`src/rtl/core_pkg.sv`:
```
// Shared core types: writeback bundle, arbiter mode, register constants.
// Imported by pipeline-side units that touch the integer register file.
package core_pkg;

  localparam int CORE_XLEN = 64;

  localparam logic [4:0] REG_X0 = 5'd0;

  typedef struct packed {
    logic                 valid;
    logic [4:0]           rd;
    logic [CORE_XLEN-1:0] data;
  } wb_req_t;

  typedef enum logic {
    PIPE_PRIO = 1'b0,
    MD_PRIO   = 1'b1
  } wb_mode_e;

endpackage

```
`src/rtl/wb_arbiter.sv`:
```
// Register-file write-port arbiter: pipeline vs mul/div writeback.
// Pipeline has default priority; a starvation counter forces mul/div through.
module wb_arbiter #(
  parameter int XLEN         = 64,
  parameter int STARVE_LIMIT = 4
) (
  input  logic            clk,
  input  logic            rst_n,
  input  logic            pipe_valid_i,
  output logic            pipe_ready_o,
  input  logic [4:0]      pipe_rd_i,
  input  logic [XLEN-1:0] pipe_data_i,
  input  logic            md_valid_i,
  output logic            md_ready_o,
  input  logic [4:0]      md_rd_i,
  input  logic [XLEN-1:0] md_data_i,
  output logic            rd_wen_o,
  output logic [4:0]      rd_addr_o,
  output logic [XLEN-1:0] rd_data_o,
  output logic [3:0]      starve_cnt_o
);

  import core_pkg::*;

  localparam logic [3:0] LIMIT = 4'(STARVE_LIMIT);

  wb_mode_e        mode_q, mode_d;
  logic [3:0]      cnt_q, cnt_d;
  logic            wen_q, wen_d;
  logic [4:0]      addr_q, addr_d;
  logic [XLEN-1:0] data_q, data_d;

  logic pipe_x0, md_x0;
  logic pipe_nz, md_nz;
  logic pipe_gnt, md_gnt;

  assign pipe_x0 = pipe_valid_i && (pipe_rd_i == REG_X0);
  assign md_x0   = md_valid_i && (md_rd_i == REG_X0);
  assign pipe_nz = pipe_valid_i && (pipe_rd_i != REG_X0);
  assign md_nz   = md_valid_i && (md_rd_i != REG_X0);

  // Grant selection: at most one non-x0 winner per cycle.
  always_comb begin
    pipe_gnt = 1'b0;
    md_gnt   = 1'b0;
    unique case (mode_q)
      PIPE_PRIO: begin
        pipe_gnt = pipe_nz;
        md_gnt   = md_nz && !pipe_nz;
      end
      MD_PRIO: begin
        md_gnt   = md_nz;
        pipe_gnt = 1'b0;
      end
      default: begin
        pipe_gnt = 1'b0;
        md_gnt   = 1'b0;
      end
    endcase
  end

  // x0 writes are acknowledged and dropped without using the slot.
  assign pipe_ready_o = pipe_x0 || pipe_gnt;
  assign md_ready_o   = md_x0 || md_gnt;

  // Starvation counter and mode next-state.
  always_comb begin
    cnt_d  = cnt_q;
    mode_d = mode_q;
    if (md_gnt) begin
      cnt_d = 4'd0;
    end else if (md_nz && (cnt_q < LIMIT)) begin
      cnt_d = cnt_q + 4'd1;
    end
    unique case (mode_q)
      PIPE_PRIO: begin
        if (cnt_d == LIMIT) mode_d = MD_PRIO;
      end
      MD_PRIO: begin
        if (md_gnt) begin
          mode_d = PIPE_PRIO;
        end else if (!md_nz) begin
          mode_d = PIPE_PRIO;
          cnt_d  = 4'd0;
        end
      end
      default: begin
        mode_d = PIPE_PRIO;
        cnt_d  = 4'd0;
      end
    endcase
  end

  // Write-port next value: address/data hold when idle.
  always_comb begin
    wen_d  = 1'b0;
    addr_d = addr_q;
    data_d = data_q;
    unique case (1'b1)
      pipe_gnt: begin
        wen_d  = 1'b1;
        addr_d = pipe_rd_i;
        data_d = pipe_data_i;
      end
      md_gnt: begin
        wen_d  = 1'b1;
        addr_d = md_rd_i;
        data_d = md_data_i;
      end
      default: begin
        wen_d = 1'b0;
      end
    endcase
  end

  // State and registered write port.
  always_ff @(posedge clk or negedge rst_n) begin
    if (!rst_n) begin
      mode_q <= PIPE_PRIO;
      cnt_q  <= 4'd0;
      wen_q  <= 1'b0;
      addr_q <= 5'd0;
      data_q <= '0;
    end else begin
      mode_q <= mode_d;
      cnt_q  <= cnt_d;
      wen_q  <= wen_d;
      addr_q <= addr_d;
      data_q <= data_d;
    end
  end

  assign rd_wen_o     = wen_q;
  assign rd_addr_o    = addr_q;
  assign rd_data_o    = data_q;
  assign starve_cnt_o = cnt_q;

endmodule

```
`config.mk`:
```
export PLATFORM = sky130hd
export DESIGN_NAME = wb_arbiter
export DESIGN_NICKNAME = d
export VERILOG_FILES = /design/src/rtl/core_pkg.sv /design/src/rtl/wb_arbiter.sv
export SDC_FILE = /design/constraint.sdc
export NUM_CORES = 1
export LEC_CHECK = 0
export CORE_UTILIZATION = 40
export CTS_CLUSTER_SIZE = 24
export DETAILED_ROUTE_END_ITERATION = 12
export PLACE_DENSITY = 0.87
export SLEW_MARGIN = 20
export SYNTH_ARGS = -nofsm -noshare
export SYNTH_HDL_FRONTEND = slang
export SYNTH_SLANG_ARGS = --single-unit
```
`constraint.sdc`:
```
create_clock -name clk -period 2.3 [get_ports clk]
set_input_delay 0.23 -clock clk [delete_from_list [all_inputs] [get_ports clk]]
set_output_delay 0.23 -clock clk [all_outputs]
set_load 0.005 [all_outputs]
```
-- Word-level counts from Yosys, hierarchy flattened
Index checks and enable logic that the tools add are counted.
- register bits: 75
- latch bits: 0
- RAM bits: 0
- ROM bits: 0
- input bits: 142
- output and inout port bits: 76
- memories kept: 0
- $add $sub $neg: 1
- $mul: 0
- divide/modulo/power cells: 0
- order comparisons: 1
- equal/unequal tests: 1
- shift-type cells: 0
- multiplexer cells: 14
- bitwise gates (word level): 1
- reductions and logical operators: 15
- operator list (kind ; count):
    $pmux 64 s2 ; 1
    $mux 4 ; 5
    $logic_not 5->1 ; 2
    $pmux 5 s2 ; 1
    $reduce_bool 5->1 ; 2
    $logic_and 1x1->1 ; 6
    $pmux 1 s2 ; 3
    $add 4x1->4 const B ; 1
    $eq 4x3->1 const B ; 1
    $lt 4x3->1 const B ; 1
    $mux 1 ; 4
    $logic_or 1x1->1 ; 2
    $reduce_bool 2->1 ; 1
    $reduce_or 2->1 ; 1
    $logic_not 1->1 ; 1
    $not 1->1 ; 1

-- Logic depth before layout (Yosys ltp)
- word-level depth: 9
- gate-level depth with buffers: 7
- mapped depth without buffers: 5

-- Worst setup path before layout
Ideal clock, no wire load.
- path type: input port to flip-flop
- from: in pipe_rd_i[0]
- to: reg mode_q
- arrival time: 1.512 ns
- setup slack: 0.720 ns
- stages on the path: 5
- path buffers: 0
- cell sequence: or4_4 -> o21a_4 -> and3_4 -> a22oi_2 -> and4_1
- cells in the longest elaborated chain, start to end: 9
- elaborated cells on any way between the ends: 10
- classes of those cells: 1 x eq/ne; 5 x mux; 4 x reduce/logical
- RTL lines (element ; line ; source):
    from (decl) ; wb_arbiter.sv:11 ; input logic [4:0] pipe_rd_i,
    $reduce_bool 5->1 (*) ; wb_arbiter.sv:39 ; assign pipe_nz = pipe_valid_i && (pipe_rd_i != REG_X0);
    $logic_and 1x1->1 (*) ; wb_arbiter.sv:39 ;
    $logic_not 1->1 (*) ; wb_arbiter.sv:49 ; md_gnt = md_nz && !pipe_nz;
    $logic_and 1x1->1 (*) ; wb_arbiter.sv:49 ;
    $pmux 1 s2 (*) ; wb_arbiter.sv:46 ; unique case (mode_q)
    $mux 4 ; wb_arbiter.sv:70 ; if (md_gnt) begin
    $eq 4x3->1 ; wb_arbiter.sv:77 ; if (cnt_d == LIMIT) mode_d = MD_PRIO;
    $mux 1 ; wb_arbiter.sv:77 ;
    $pmux 1 s2 (*) ; wb_arbiter.sv:75 ; unique case (mode_q)
    named net mode_d ; wb_arbiter.sv:27 ; wb_mode_e mode_q, mode_d;
    to (signal assigned) ; wb_arbiter.sv:125 ; mode_q <= mode_d;
    to (decl) ; wb_arbiter.sv:27 ;
The timed path passes the listed nets; every way through them passes the cells marked *.
A chain may end at the register's enable or synchronous reset.

-- Worst setup path after layout
- from: in pipe_rd_i[4]
- to: out pipe_ready_o
- cells in the longest elaborated chain, start to end: 4
- elaborated cells on any way between the ends: 6
- classes of those cells: 1 x mux; 5 x reduce/logical
- RTL lines (element ; line ; source):
    $reduce_bool 5->1 ; wb_arbiter.sv:39 ;
    $logic_and 1x1->1 ; wb_arbiter.sv:39 ;
    $pmux 1 s2 ; wb_arbiter.sv:46 ;
    $logic_or 1x1->1 (*) ; wb_arbiter.sv:63 ; assign pipe_ready_o = pipe_x0 || pipe_gnt;
    to (decl) ; wb_arbiter.sv:10 ; output logic pipe_ready_o,
Mark *: on every way between the ends. The rest lies on a longest branch, timed or not.

==> metrics <==
status=complete, no violations; Site Rows=33; initial DRC count=89; reg2reg setup slack=approximately 0.75 ns; Routability Congestion=0.816; Worst-Margin Slew=0.934 ns; Sw Share=between 20% and 30%; Psw=~1100 uW; top cells by area, synth=dfrtp_1, nand2_1, a31oi_1, nor2_1, buf_2; routed len/inst=approximately 15 microns; Critical Path Source Type=input pin; Yosys reg bits=75; Final #Nets=approximately 760; Final Hold Viols=0; first-pass GRT wire length=between 15 and 20 mm; commonest non-fill, non-tap cell in the layout=clkdlybuf4s50_1; Cell Area, Synth=roughly 3500 sq um; antenna violations before repair=0; Seq/Total Area, Yosys=between 50% and 60%; EDFF count, synth=0; Worst-path clk slew=approximately 0.070 ns; fin. max-slew vios=0; vias in the first global route=3,615; syn avg cell area=8.51 sq um; DRC viols=0; PD cells=654 nW/um^2; Pleak=0.00252 uW; max_cap viols=0; ys async rst share=100%; Syn Nets=around 550; Post-CTS Setup Repair Bufs=0; Pre-antenna DRT Iters=4; layout cells sized above 1=between 5 and 6%; Comb pwr share=between 30% and 40%; clock root cell=clkbuf_8; Die Span X=between 90 and 100 microns; Syn Inst Count=406; Seq pwr share=43.1%; top_reg_cell synth=dfrtp_1; GRT overflow=0; R2R cell count=6; Synth cell types=27; clk sinks=75; VDD IR max=roughly 0.47 mV; min Tclk post-route=2.24 ns; Critical Path Fanout Max=3; Die Y=94.9 microns; Yosys top cell by area=dfrtp_1; WL final=~11 mm; most frequent cells in the layout=clkdlybuf4s50_1, nand2_1, dfrtp_1, nor2_1, a31oi_1; antenna-violating nets left=0; H-tree levels=3; CTS tree=yes; IO buf count=between 200 and 250; RSZ-0062 raised after global routing=no; GRT Resource Usage Total=24.3%; Vias/cell=~5.2; synthesis-to-layout area growth=72.0%; Final WS setup=0.0554 ns; Pwr Total=3880 uW; Worst Clk Skew=0.00887 ns; FF-to-FF Start=mode_q$_DFF_PN0_; Min-Delay Path Class=input pin to async pin; share of power burned in the clock network=between 20 and 25%; WS Path Type=input pin to output port; core region area=8300 sq um; Critical Path RT=between 2 and 2.5 ns; final clock period utilization by the worst path=between 90% and 100%; synthesis warning total=0; final design utilization=around 70%; element type at the critical path end=output port; area fraction of the dominant cell type after synthesis=between 50% and 60%; # diodes=0; worst-case clock buffer depth=2; Initial Util=about two fifths; RR Endpoint=mode_q$_DFF_PN0_; largest net degree at the start of global routing=76; Relative slew margins=37.7%; routed via count=roughly 3,800; Crit path arrival time=~2.0 ns; worst-skew pair later-pin latency=~0.33 ns; DPL Wire Length=just over 8 mm; die area=between 9000 and 10,000 sq um; f_max=0.446 GHz; TritonCTS buffer count=9; count of final setup violators=0; Ports=roughly 220; DP Worst Slack=-0.0856 ns; internal power=between 2000 and 3000 uW
[state kept, by name, summed over array words and instances, names as in the netlist]
name and count:
rd_wen_o 1, starve_cnt_o 4, mode_q 1, rd_data_o 64, rd_addr_o 5
[through the flow]
stage / TNS, ns / cell area, sq um / hold WS (ns) / std cells
final: 0 / 5940 / 0.0366 / 726
after global routing: 0 / 5940 / 0.116 / 726
after CTS: 0 / 5940 / 0.0691 / 726
after detailed placement: -0.227 / 5770 / 0.436 / 710
after global placement: -0.0351 / 5770 / 0.435 / 710
after floorplan: 0 / 3450 / -0.0656 / 406
[layout make-up]
cell class,instances,area [sq um]
clock buffer,14,163
multi-input combinational,301,1450
sequential,75,1880
clock inverter,2,10.0
timing repair buffer,229,2310
tap,105,131
fill,637,2360
[critical path: stages]
cell	delay, ns
clkdlybuf4s50_1	0.44
or4_4	0.57
o21ai_1	0.12
and2_1	0.13
clkdlybuf4s50_1	0.51
[routing by layer]
layer / vias up / wire (microns) / track usage (%)
li1: 1784 / - / -
met1: 1763 / 4130 / 26.8
met2: 192 / 5610 / 43.1
met3: 28 / 896 / 6.60
met4: 0 / 349 / 11.7
met5: - / 0 / 0
[synth_stat cells (all sizes together), types with 2 or more instances]
| cell | instances |
|---|---|
| mux2i | 5 |
| dfrtp | 75 |
| nor2 | 67 |
| o21a | 2 |
| and2 | 3 |
| clkbuf | 13 |
| nor3 | 2 |
| a31oi | 64 |
| nand2 | 135 |
| o21ai | 10 |
| buf | 17 |
| a21boi | 2 |
[timing repair]
item,in CTS,in global routing
pin swaps,0,1
hold buffers,0,0
gates resized for setup,1,1
setup endpoints to repair,1,1
[worst max-delay path by stage]
stage	from	endpoint	slack, ns	cells after the start
after floorplan	pipe_rd_i[0]	mode_q$_DFF_PN0_	0.72	5
after global placement	pipe_rd_i[0]	md_ready_o	-0.04	5
after detailed placement	pipe_rd_i[0]	md_ready_o	-0.09	5
after CTS	pipe_rd_i[0]	pipe_ready_o	0.02	5
after global routing	pipe_rd_i[4]	pipe_ready_o	0.03	5
final	pipe_rd_i[4]	pipe_ready_o	0.06	5
[kinds of logic after synthesis]
kind of cell	Yosys count	share of synthesized area, %
multiplexers	6	1.78
AO/OA/AOI/OAI	82	15.2
AND/OR/NAND/NOR	212	24.1
flip-flops	75	54.3
adder cells (fa/ha/maj)	1	0.362
buffers and inverters	30	4.20
[power by group through the flow]
stage | Sequential (uW) | Clock, uW | Combinational [uW]
global route | 1700 | 994 | 1430
floorplan | 1700 | 0 | 443
detailed placement | 1700 | 0 | 1320
global placement | 1690 | 0 | 1280
finish | 1680 | 898 | 1310
CTS | 1680 | 930 | 1320
(Power assumes the default switching activity.)
